==> src/rtl/onion_breathe_sequencer_pkg.sv <==
// Shared definitions for the breathe sequencer: register word offsets, field
// positions, FSM encoding and the byte-lane merge helper.
package onion_breathe_sequencer_pkg;

  // Word offsets, i.e. WBs_ADR_i[9:2]
  localparam logic [7:0] ADR_CTRL      = 8'h00;
  localparam logic [7:0] ADR_STATUS    = 8'h01;
  localparam logic [7:0] ADR_PERIOD_0  = 8'h04;
  localparam logic [7:0] ADR_PERIOD_1  = 8'h05;
  localparam logic [7:0] ADR_PERIOD_2  = 8'h06;
  localparam logic [7:0] ADR_STEP_BASE = 8'h10;

  localparam int CTRL_START_BIT  = 0;
  localparam int CTRL_STOP_BIT   = 1;
  localparam int CTRL_LOOP_BIT   = 2;
  localparam int CTRL_LAST_LSB   = 3;
  localparam int CTRL_MANUAL_LSB = 8;

  localparam int STEP_EN_LSB   = 0;
  localparam int STEP_HOLD_LSB = 8;

  localparam logic [31:0] DFLT_REG_VALUE = 32'hDEF_FAB_AC;

  typedef enum logic [1:0] {
    ST_IDLE  = 2'd0,
    ST_APPLY = 2'd1,
    ST_HOLD  = 2'd2
  } seq_state_e;

  function automatic logic [31:0] byte_merge(input logic [31:0] old_val,
                                             input logic [31:0] new_val,
                                             input logic [3:0]  lanes);
    logic [31:0] res;
    res = old_val;
    for (int b = 0; b < 4; b++) begin
      if (lanes[b]) res[8*b +: 8] = new_val[8*b +: 8];
    end
    return res;
  endfunction

endpackage

==> src/rtl/onion_tick_prescaler.sv <==
// Free-running divider that emits a one-cycle tick every TICK_DIV clocks;
// clear holds it at zero so the first tick is a full period away.
module onion_tick_prescaler #(
  parameter logic [15:0] TICK_DIV = 16'd12000
) (
  input  logic WBs_CLK_i,
  input  logic WBs_RST_i,
  input  logic clear,
  output logic tick
);

  logic [15:0] count_r;
  logic        wrap;

  assign wrap = (count_r == (TICK_DIV - 16'd1));
  assign tick = ~clear & wrap;

  always_ff @(posedge WBs_CLK_i or posedge WBs_RST_i) begin
    if (WBs_RST_i) begin
      count_r <= 16'd0;
    end else if (clear || wrap) begin
      count_r <= 16'd0;
    end else begin
      count_r <= count_r + 16'd1;
    end
  end

endmodule

==> src/rtl/onion_breathe_sequencer.sv <==
// Wishbone-programmable step sequencer driving the config words of the three
// breathe engines; runs a loaded pattern without CPU involvement.
module onion_breathe_sequencer #(
  parameter int          NUM_STEPS         = 8,
  parameter logic [15:0] TICK_DIV          = 16'd12000,
  parameter logic [31:0] DEFAULT_REG_VALUE = onion_breathe_sequencer_pkg::DFLT_REG_VALUE,
  parameter logic [23:0] DEFAULT_PERIOD    = 24'hAAAA
) (
  input  logic        WBs_CLK_i,
  input  logic        WBs_RST_i,
  input  logic [16:0] WBs_ADR_i,
  input  logic        WBs_CYC_i,
  input  logic        WBs_STB_i,
  input  logic        WBs_WE_i,
  input  logic [3:0]  WBs_BYTE_STB_i,
  input  logic [31:0] WBs_DAT_i,
  output logic [31:0] WBs_DAT_o,
  output logic        WBs_ACK_o,
  output logic [31:0] BREATHE_0_CFG_o,
  output logic [31:0] BREATHE_1_CFG_o,
  output logic [31:0] BREATHE_2_CFG_o,
  output logic        SEQ_DONE_o
);
  import onion_breathe_sequencer_pkg::*;

  localparam int STEP_W = (NUM_STEPS > 1) ? $clog2(NUM_STEPS) : 1;

  logic              ack_r;
  logic [7:0]        adr_word;
  logic              wr_en, ctrl_wr, start_req, stop_req, is_step, tick;
  logic [STEP_W-1:0] tbl_idx, step_idx;
  logic [31:0]       step_merged, rd_data;
  logic              unused_bits;

  logic              loop_r, loop_n;
  logic [3:0]        last_step_r, last_step_n, last_eff;
  logic [2:0]        manual_en_r, manual_en_n;
  logic [23:0]       period_r [3];
  logic [23:0]       period_n [3];
  logic [2:0]        step_en   [NUM_STEPS];
  logic [23:0]       step_hold [NUM_STEPS];

  seq_state_e        state, state_n;
  logic [3:0]        step_r, step_n;
  logic [2:0]        mask_r, mask_n, en_n;
  logic [23:0]       hold_r, hold_n;
  logic [7:0]        loop_cnt_r, loop_cnt_n;
  logic              done_n, seq_done_r;
  logic [31:0]       cfg_r [3];

  assign adr_word    = WBs_ADR_i[9:2];
  assign wr_en       = WBs_CYC_i & WBs_STB_i & WBs_WE_i & ~ack_r;
  assign ctrl_wr     = wr_en & (adr_word == ADR_CTRL) & WBs_BYTE_STB_i[0];
  assign stop_req    = ctrl_wr & WBs_DAT_i[CTRL_STOP_BIT];
  assign start_req   = ctrl_wr & WBs_DAT_i[CTRL_START_BIT] & ~WBs_DAT_i[CTRL_STOP_BIT];
  assign is_step     = (adr_word >= ADR_STEP_BASE) &&
                       (adr_word < (ADR_STEP_BASE + 8'(NUM_STEPS)));
  assign tbl_idx     = STEP_W'(adr_word - ADR_STEP_BASE);
  assign step_idx    = step_r[STEP_W-1:0];
  assign last_eff    = ({1'b0, last_step_r} >= 5'(NUM_STEPS)) ? 4'(NUM_STEPS - 1) : last_step_r;
  assign step_merged = byte_merge({step_hold[tbl_idx], 5'b0, step_en[tbl_idx]},
                                  WBs_DAT_i, WBs_BYTE_STB_i);
  assign unused_bits = ^{WBs_ADR_i[16:10], WBs_ADR_i[1:0], step_merged[7:3]};

  onion_tick_prescaler #(.TICK_DIV(TICK_DIV)) u_prescaler (
    .WBs_CLK_i (WBs_CLK_i),
    .WBs_RST_i (WBs_RST_i),
    .clear     (state != ST_HOLD),
    .tick      (tick)
  );

  // Next values of CTRL and PERIOD are shared with the output register so a
  // write shows up on the config words right after its own write edge.
  always_comb begin
    loop_n      = loop_r;
    last_step_n = last_step_r;
    manual_en_n = manual_en_r;
    for (int i = 0; i < 3; i++) period_n[i] = period_r[i];
    if (ctrl_wr) begin
      loop_n      = WBs_DAT_i[CTRL_LOOP_BIT];
      last_step_n = WBs_DAT_i[CTRL_LAST_LSB +: 4];
    end
    if (wr_en && (adr_word == ADR_CTRL) && WBs_BYTE_STB_i[1])
      manual_en_n = WBs_DAT_i[CTRL_MANUAL_LSB +: 3];
    for (int i = 0; i < 3; i++) begin
      if (wr_en && (adr_word == (ADR_PERIOD_0 + 8'(i))))
        period_n[i] = 24'(byte_merge({8'h00, period_r[i]}, WBs_DAT_i, WBs_BYTE_STB_i));
    end
  end

  always_ff @(posedge WBs_CLK_i or posedge WBs_RST_i) begin
    if (WBs_RST_i) begin
      ack_r       <= 1'b0;
      loop_r      <= 1'b0;
      last_step_r <= 4'd0;
      manual_en_r <= 3'd0;
      for (int i = 0; i < 3; i++) period_r[i] <= DEFAULT_PERIOD;
      for (int s = 0; s < NUM_STEPS; s++) begin
        step_en[s]   <= 3'd0;
        step_hold[s] <= 24'd0;
      end
    end else begin
      ack_r       <= WBs_CYC_i & WBs_STB_i & ~ack_r;
      loop_r      <= loop_n;
      last_step_r <= last_step_n;
      manual_en_r <= manual_en_n;
      for (int i = 0; i < 3; i++) period_r[i] <= period_n[i];
      if (wr_en && is_step) begin
        step_en[tbl_idx]   <= step_merged[STEP_EN_LSB +: 3];
        step_hold[tbl_idx] <= step_merged[STEP_HOLD_LSB +: 24];
      end
    end
  end

  // Hold count is tested before it is decremented, so HOLD=0 spends one cycle in HOLD.
  always_comb begin
    state_n    = state;
    step_n     = step_r;
    mask_n     = mask_r;
    hold_n     = hold_r;
    loop_cnt_n = loop_cnt_r;
    done_n     = 1'b0;
    case (state)
      ST_IDLE: begin
        if (start_req) begin
          state_n    = ST_APPLY;
          step_n     = 4'd0;
          loop_cnt_n = 8'd0;
          mask_n     = 3'd0;
        end
      end
      ST_APPLY: begin
        mask_n  = step_en[step_idx];
        hold_n  = step_hold[step_idx];
        state_n = ST_HOLD;
      end
      ST_HOLD: begin
        if (hold_r == 24'd0) begin
          if (step_r == last_eff) begin
            if (loop_r) begin
              step_n     = 4'd0;
              loop_cnt_n = (loop_cnt_r == 8'hFF) ? 8'hFF : loop_cnt_r + 8'd1;
              state_n    = ST_APPLY;
            end else begin
              state_n = ST_IDLE;
              done_n  = 1'b1;
            end
          end else begin
            step_n  = step_r + 4'd1;
            state_n = ST_APPLY;
          end
        end else if (tick) begin
          hold_n = hold_r - 24'd1;
        end
      end
      default: state_n = ST_IDLE;
    endcase
    if (stop_req) begin
      state_n = ST_IDLE;
      done_n  = 1'b0;
    end
  end

  assign en_n = (state_n == ST_IDLE) ? manual_en_n : mask_n;

  always_ff @(posedge WBs_CLK_i or posedge WBs_RST_i) begin
    if (WBs_RST_i) begin
      state      <= ST_IDLE;
      step_r     <= 4'd0;
      mask_r     <= 3'd0;
      hold_r     <= 24'd0;
      loop_cnt_r <= 8'd0;
      seq_done_r <= 1'b0;
      for (int i = 0; i < 3; i++) cfg_r[i] <= {1'b0, 7'b0, DEFAULT_PERIOD};
    end else begin
      state      <= state_n;
      step_r     <= step_n;
      mask_r     <= mask_n;
      hold_r     <= hold_n;
      loop_cnt_r <= loop_cnt_n;
      seq_done_r <= done_n;
      for (int i = 0; i < 3; i++) cfg_r[i] <= {en_n[i], 7'b0, period_n[i]};
    end
  end

  always_comb begin
    rd_data = DEFAULT_REG_VALUE;
    if (adr_word == ADR_CTRL)
      rd_data = {21'h0, manual_en_r, 1'b0, last_step_r, loop_r, 2'b00};
    else if (adr_word == ADR_STATUS)
      rd_data = {16'h0, loop_cnt_r, 3'b0, step_r, state != ST_IDLE};
    else if (adr_word == ADR_PERIOD_0)
      rd_data = {8'h00, period_r[0]};
    else if (adr_word == ADR_PERIOD_1)
      rd_data = {8'h00, period_r[1]};
    else if (adr_word == ADR_PERIOD_2)
      rd_data = {8'h00, period_r[2]};
    else if (is_step)
      rd_data = {step_hold[tbl_idx], 5'b0, step_en[tbl_idx]};
  end

  assign WBs_DAT_o       = rd_data;
  assign WBs_ACK_o       = ack_r;
  assign BREATHE_0_CFG_o = cfg_r[0];
  assign BREATHE_1_CFG_o = cfg_r[1];
  assign BREATHE_2_CFG_o = cfg_r[2];
  assign SEQ_DONE_o      = seq_done_r;

endmodule
==> config.mk <==
export PLATFORM = sky130hd
export DESIGN_NAME = onion_breathe_sequencer
export DESIGN_NICKNAME = d
export VERILOG_FILES = /design/src/rtl/onion_breathe_sequencer_pkg.sv /design/src/rtl/onion_tick_prescaler.sv /design/src/rtl/onion_breathe_sequencer.sv
export SDC_FILE = /design/constraint.sdc
export NUM_CORES = 1
export LEC_CHECK = 0
export ABC_AREA = 1
export BUFFER_PORTS_ARGS = -buffer_cell sky130_fd_sc_hd__buf_2
export CAP_MARGIN = 20
export CORE_AREA = 3 3 186 188
export CTS_BUF_LIST = sky130_fd_sc_hd__clkbuf_16
export CTS_CLUSTER_SIZE = 8
export DETAILED_ROUTE_END_ITERATION = 10
export DIE_AREA = 0 0 189 191
export PLACE_DENSITY = 0.8
export SLEW_MARGIN = 20
export SYNTH_ARGS = -nofsm -noshare
export SYNTH_HDL_FRONTEND = slang
export SYNTH_SLANG_ARGS = --single-unit
==> constraint.sdc <==
create_clock -name WBs_CLK_i -period 18.6 [get_ports WBs_CLK_i]
set_clock_uncertainty 0.15 [all_clocks]
set_input_delay 0.93 -clock WBs_CLK_i [delete_from_list [all_inputs] [get_ports WBs_CLK_i]]
set_output_delay 0.93 -clock WBs_CLK_i [all_outputs]
set_load 0.01 [all_outputs]
==> metrics.md <==
| Metric | Value |
|---|---|
| Hold Fails Final Rpt | `0` |
| Grt met1 use | `45.6%` |
| CP Launch Type | `input pin` |
| Routed WL | `63800 um` |
| # IOs | `188` |
| Placed insts | `3162` |
| HPWL after DPL | `39800 um` |
| Cts repair resizes | `0` |
| Worst setup EP type | `output pin` |
| Synth warnings | `0` |
| Worst-path clk slew | `50 ps` |
| CTS H-tree lvls | `2` |
| Hold buffers post-CTS | `0` |
| Die Width | `189 um` |
| Worst r2r src | `step_r[0]` |
| Fin util | `66.0%` |
| Row cnt | `67` |
| Inserted Clock Buffers | `50` |
| Post-Synthesis Cells | `2685` |
| Largest net degree at the start of global routing | `143` |
| CTS Sinks | `358` |
| Initial antenna violation count | `3` |
| Hold Path Class | `flip-flop to flip-flop` |
| Leakage | `10.5 nW` |
| Vias in the first global route | `18900` |
| # DRC | `0` |
| Starting Density | `59.5%` |
| Clock buffer depth | `3` |
| Share of layout cells above drive strength 1 | `12.6%` |
| Register area share after synthesis | `45.4%` |
| Worst slew pin tran | `1070 ps` |
| Peak supply drop | `0.0757 mV` |
| Vias | `19700` |
| First-pass GRT wire length | `99900 um` |
| Reg2Reg Setup Slack | `14900 ps` |
| Syn Area/Cell | `7.37 um2` |
| Total grt overflow | `0` |
| RSZ-0062 raised after global routing | `false` |
| Synth top area cells | `dfrtp_1, nand2_1, o21ai_0` |
| Setup violators final | `0` |
| Clk root buf | `clkbuf_16` |
| Die Span Y | `191 um` |
| EDFF count, synth | `0` |
| Crit-path max FO | `42` |
| IO buf count | `157` |
| Critical path class | `input pin to output pin` |
| Post-layout min period | `5310 ps` |
| Iter 0 DRT Violations | `2305` |
| CTS tree | `built` |
| Synth top area share | `42.2%` |
| Dominant synthesized flop cell | `dfrtp_1` |
| Leading area contributor after synthesis | `dfrtp_1` |
| Crit Reg-Reg Endpoint | `loop_cnt_r[3]` |
| Pwr dens | `111 nW/um2` |
| Met2 Track Usage GR | `54.1%` |
| Final GP Congestion | `0.961` |
| Post-route setup slack | `13290 ps` |
| Area of the core | `33300 um2` |
| Max_cap viols | `0` |
| Overall Global Routing Usage | `34.7%` |
| Met3 usage | `6.60%` |
| DR WL/cell | `19.7 um` |
| Register bit count reported by yosys | `358` |
| Setup TNS | `0 ps` |
| Vias per inst | `6.08` |
| Area Growth Syn to Fin | `11.0%` |
| Post-synth top cells | `nand2_1, dfrtp_1, o21ai_0` |
| Worst-skew pair later-pin latency | `570 ps` |
| Die area | `36100 um2` |
| Synth cell types | `44` |
| Ys async rst share | `100%` |
| Fin. max-slew vios | `0` |
| ANT nets after route | `0` |
| Setup crit start | `WBs_ADR_i[2]` |
| Synthesized area | `19800 um2` |
| Fin cells | `3242` |
| Critical Path AT | `4230 ps` |
| Pre-antenna DRT Iters | `8` |
| # Post-CTS Setup Buffers | `0` |
| Dpl ws | `13490 ps` |
| Worst EP required | `17520 ps` |
| Post-layout nets | `2829` |
| Top-count cell post-synth | `nand2_1` |
| Slew HR | `28.5%` |
| Outcome | `complete, no violations` |
| Fin crit share | `28.5%` |
| Reg2Reg Depth | `11` |
| Grt peak-use layer | `met2` |
| CP endpoint | `WBs_DAT_o[5]` |
| FMAX | `188 MHz` |
[power by group]
group	switching [W]	internal, W
registers	0.0000549	0.000824
clock network	0.000346	0.000480
logic	0.000544	0.000199
[layer usage]
metal | routed length [um] | vias up
met5 | 31 | -
met4 | 3700 | 4
met3 | 7290 | 262
met2 | 29000 | 1244
met1 | 23800 | 9239
li1 | - | 8973
[per-stage QoR]
stage / hold slack (ps) / instance area (um2) / power (W)
after floorplan: 283 / 19900 / 0.00140
after global placement: 296 / 20600 / 0.00158
after detailed placement: 308 / 20600 / 0.00160
after CTS: 315 / 22000 / 0.00242
after global routing: 333 / 22000 / 0.00256
final: 314 / 22000 / 0.00245
[sequential cells by signal, summed over array words and instances, names as in the netlist]
register and flops:
BREATHE_0_CFG_o 2, BREATHE_1_CFG_o 2, BREATHE_2_CFG_o 2, SEQ_DONE_o 1
WBs_ACK_o 1, hold_r 24, last_step_r 4, loop_cnt_r 8
loop_r 1, manual_en_r 3, mask_r 3, period_r 69
state 2, step_en 24, step_hold 192, step_r 4
u_prescaler.count_r 16
[area by class of cell]
type,count,area (um2)
sequential,358,8990
tap,448,561
timing repair buffer,183,981
clock inverter,28,156
inverter,208,791
clock buffer,50,1250
antenna,2,5.00
multi-input combinational,1965,9240
fill,2783,11300
[worst max-delay path, cell delays in order]
cell and delay (ps):
buf_2 70, buf_4 470, inv_4 340, nor2_4 620, buf_4 520, nand2_1 190, nor2_4 320, inv_2 200
o21ai_0 220, o22ai_1 110, buf_2 160
[worst min path at each step]
stage,cells after the start,end,slack (ps),start
after global placement,1,u_prescaler.count_r[0],300,u_prescaler.count_r[0]
after global routing,1,u_prescaler.count_r[0],330,u_prescaler.count_r[0]
final,1,u_prescaler.count_r[0],310,u_prescaler.count_r[0]
after CTS,1,u_prescaler.count_r[0],310,u_prescaler.count_r[0]
after floorplan,1,u_prescaler.count_r[0],280,u_prescaler.count_r[0]
after detailed placement,1,u_prescaler.count_r[0],310,u_prescaler.count_r[0]
[cell usage in the layout (no fill, tap or decap), types with 3 or more instances in the layout]
master / count
dfstp_2: 24
nor2_2: 4
clkbuf_16: 50
nor3_2: 5
o21ai_0: 326
nor3_1: 23
o31ai_1: 4
o21ai_1: 87
o22ai_1: 5
nor2_1: 152
buf_2: 157
o211ai_1: 78
o21ai_2: 16
or2_2: 13
xor2_1: 11
xnor2_1: 3
ha_1: 5
nor3b_1: 5
dfrtp_1: 333
inv_2: 20
a21oi_1: 101
o221ai_1: 9
nand2_2: 12
nor2_4: 9
inv_1: 211
nand4_1: 45
nand3_2: 5
nand2_1: 840
buf_4: 26
nand3_1: 175
conb_1: 21
[cells by family (layout without fill, tap and decap cells)]
kind of cell             count (synthesis)  count (layout)  synth area share, %
flip-flops                             358             358                 45.4
adder cells (fa/ha/maj)                  5               5                0.316
other                                    1              23               0.0189
AO/OA/AOI/OAI                          629             629                 17.5
XOR/XNOR                                14              14                0.620
AND/OR/NAND/NOR                       1296            1296                 27.9
buffers and inverters                  382             469                 8.28
Power figures use the tool's default switching activity.
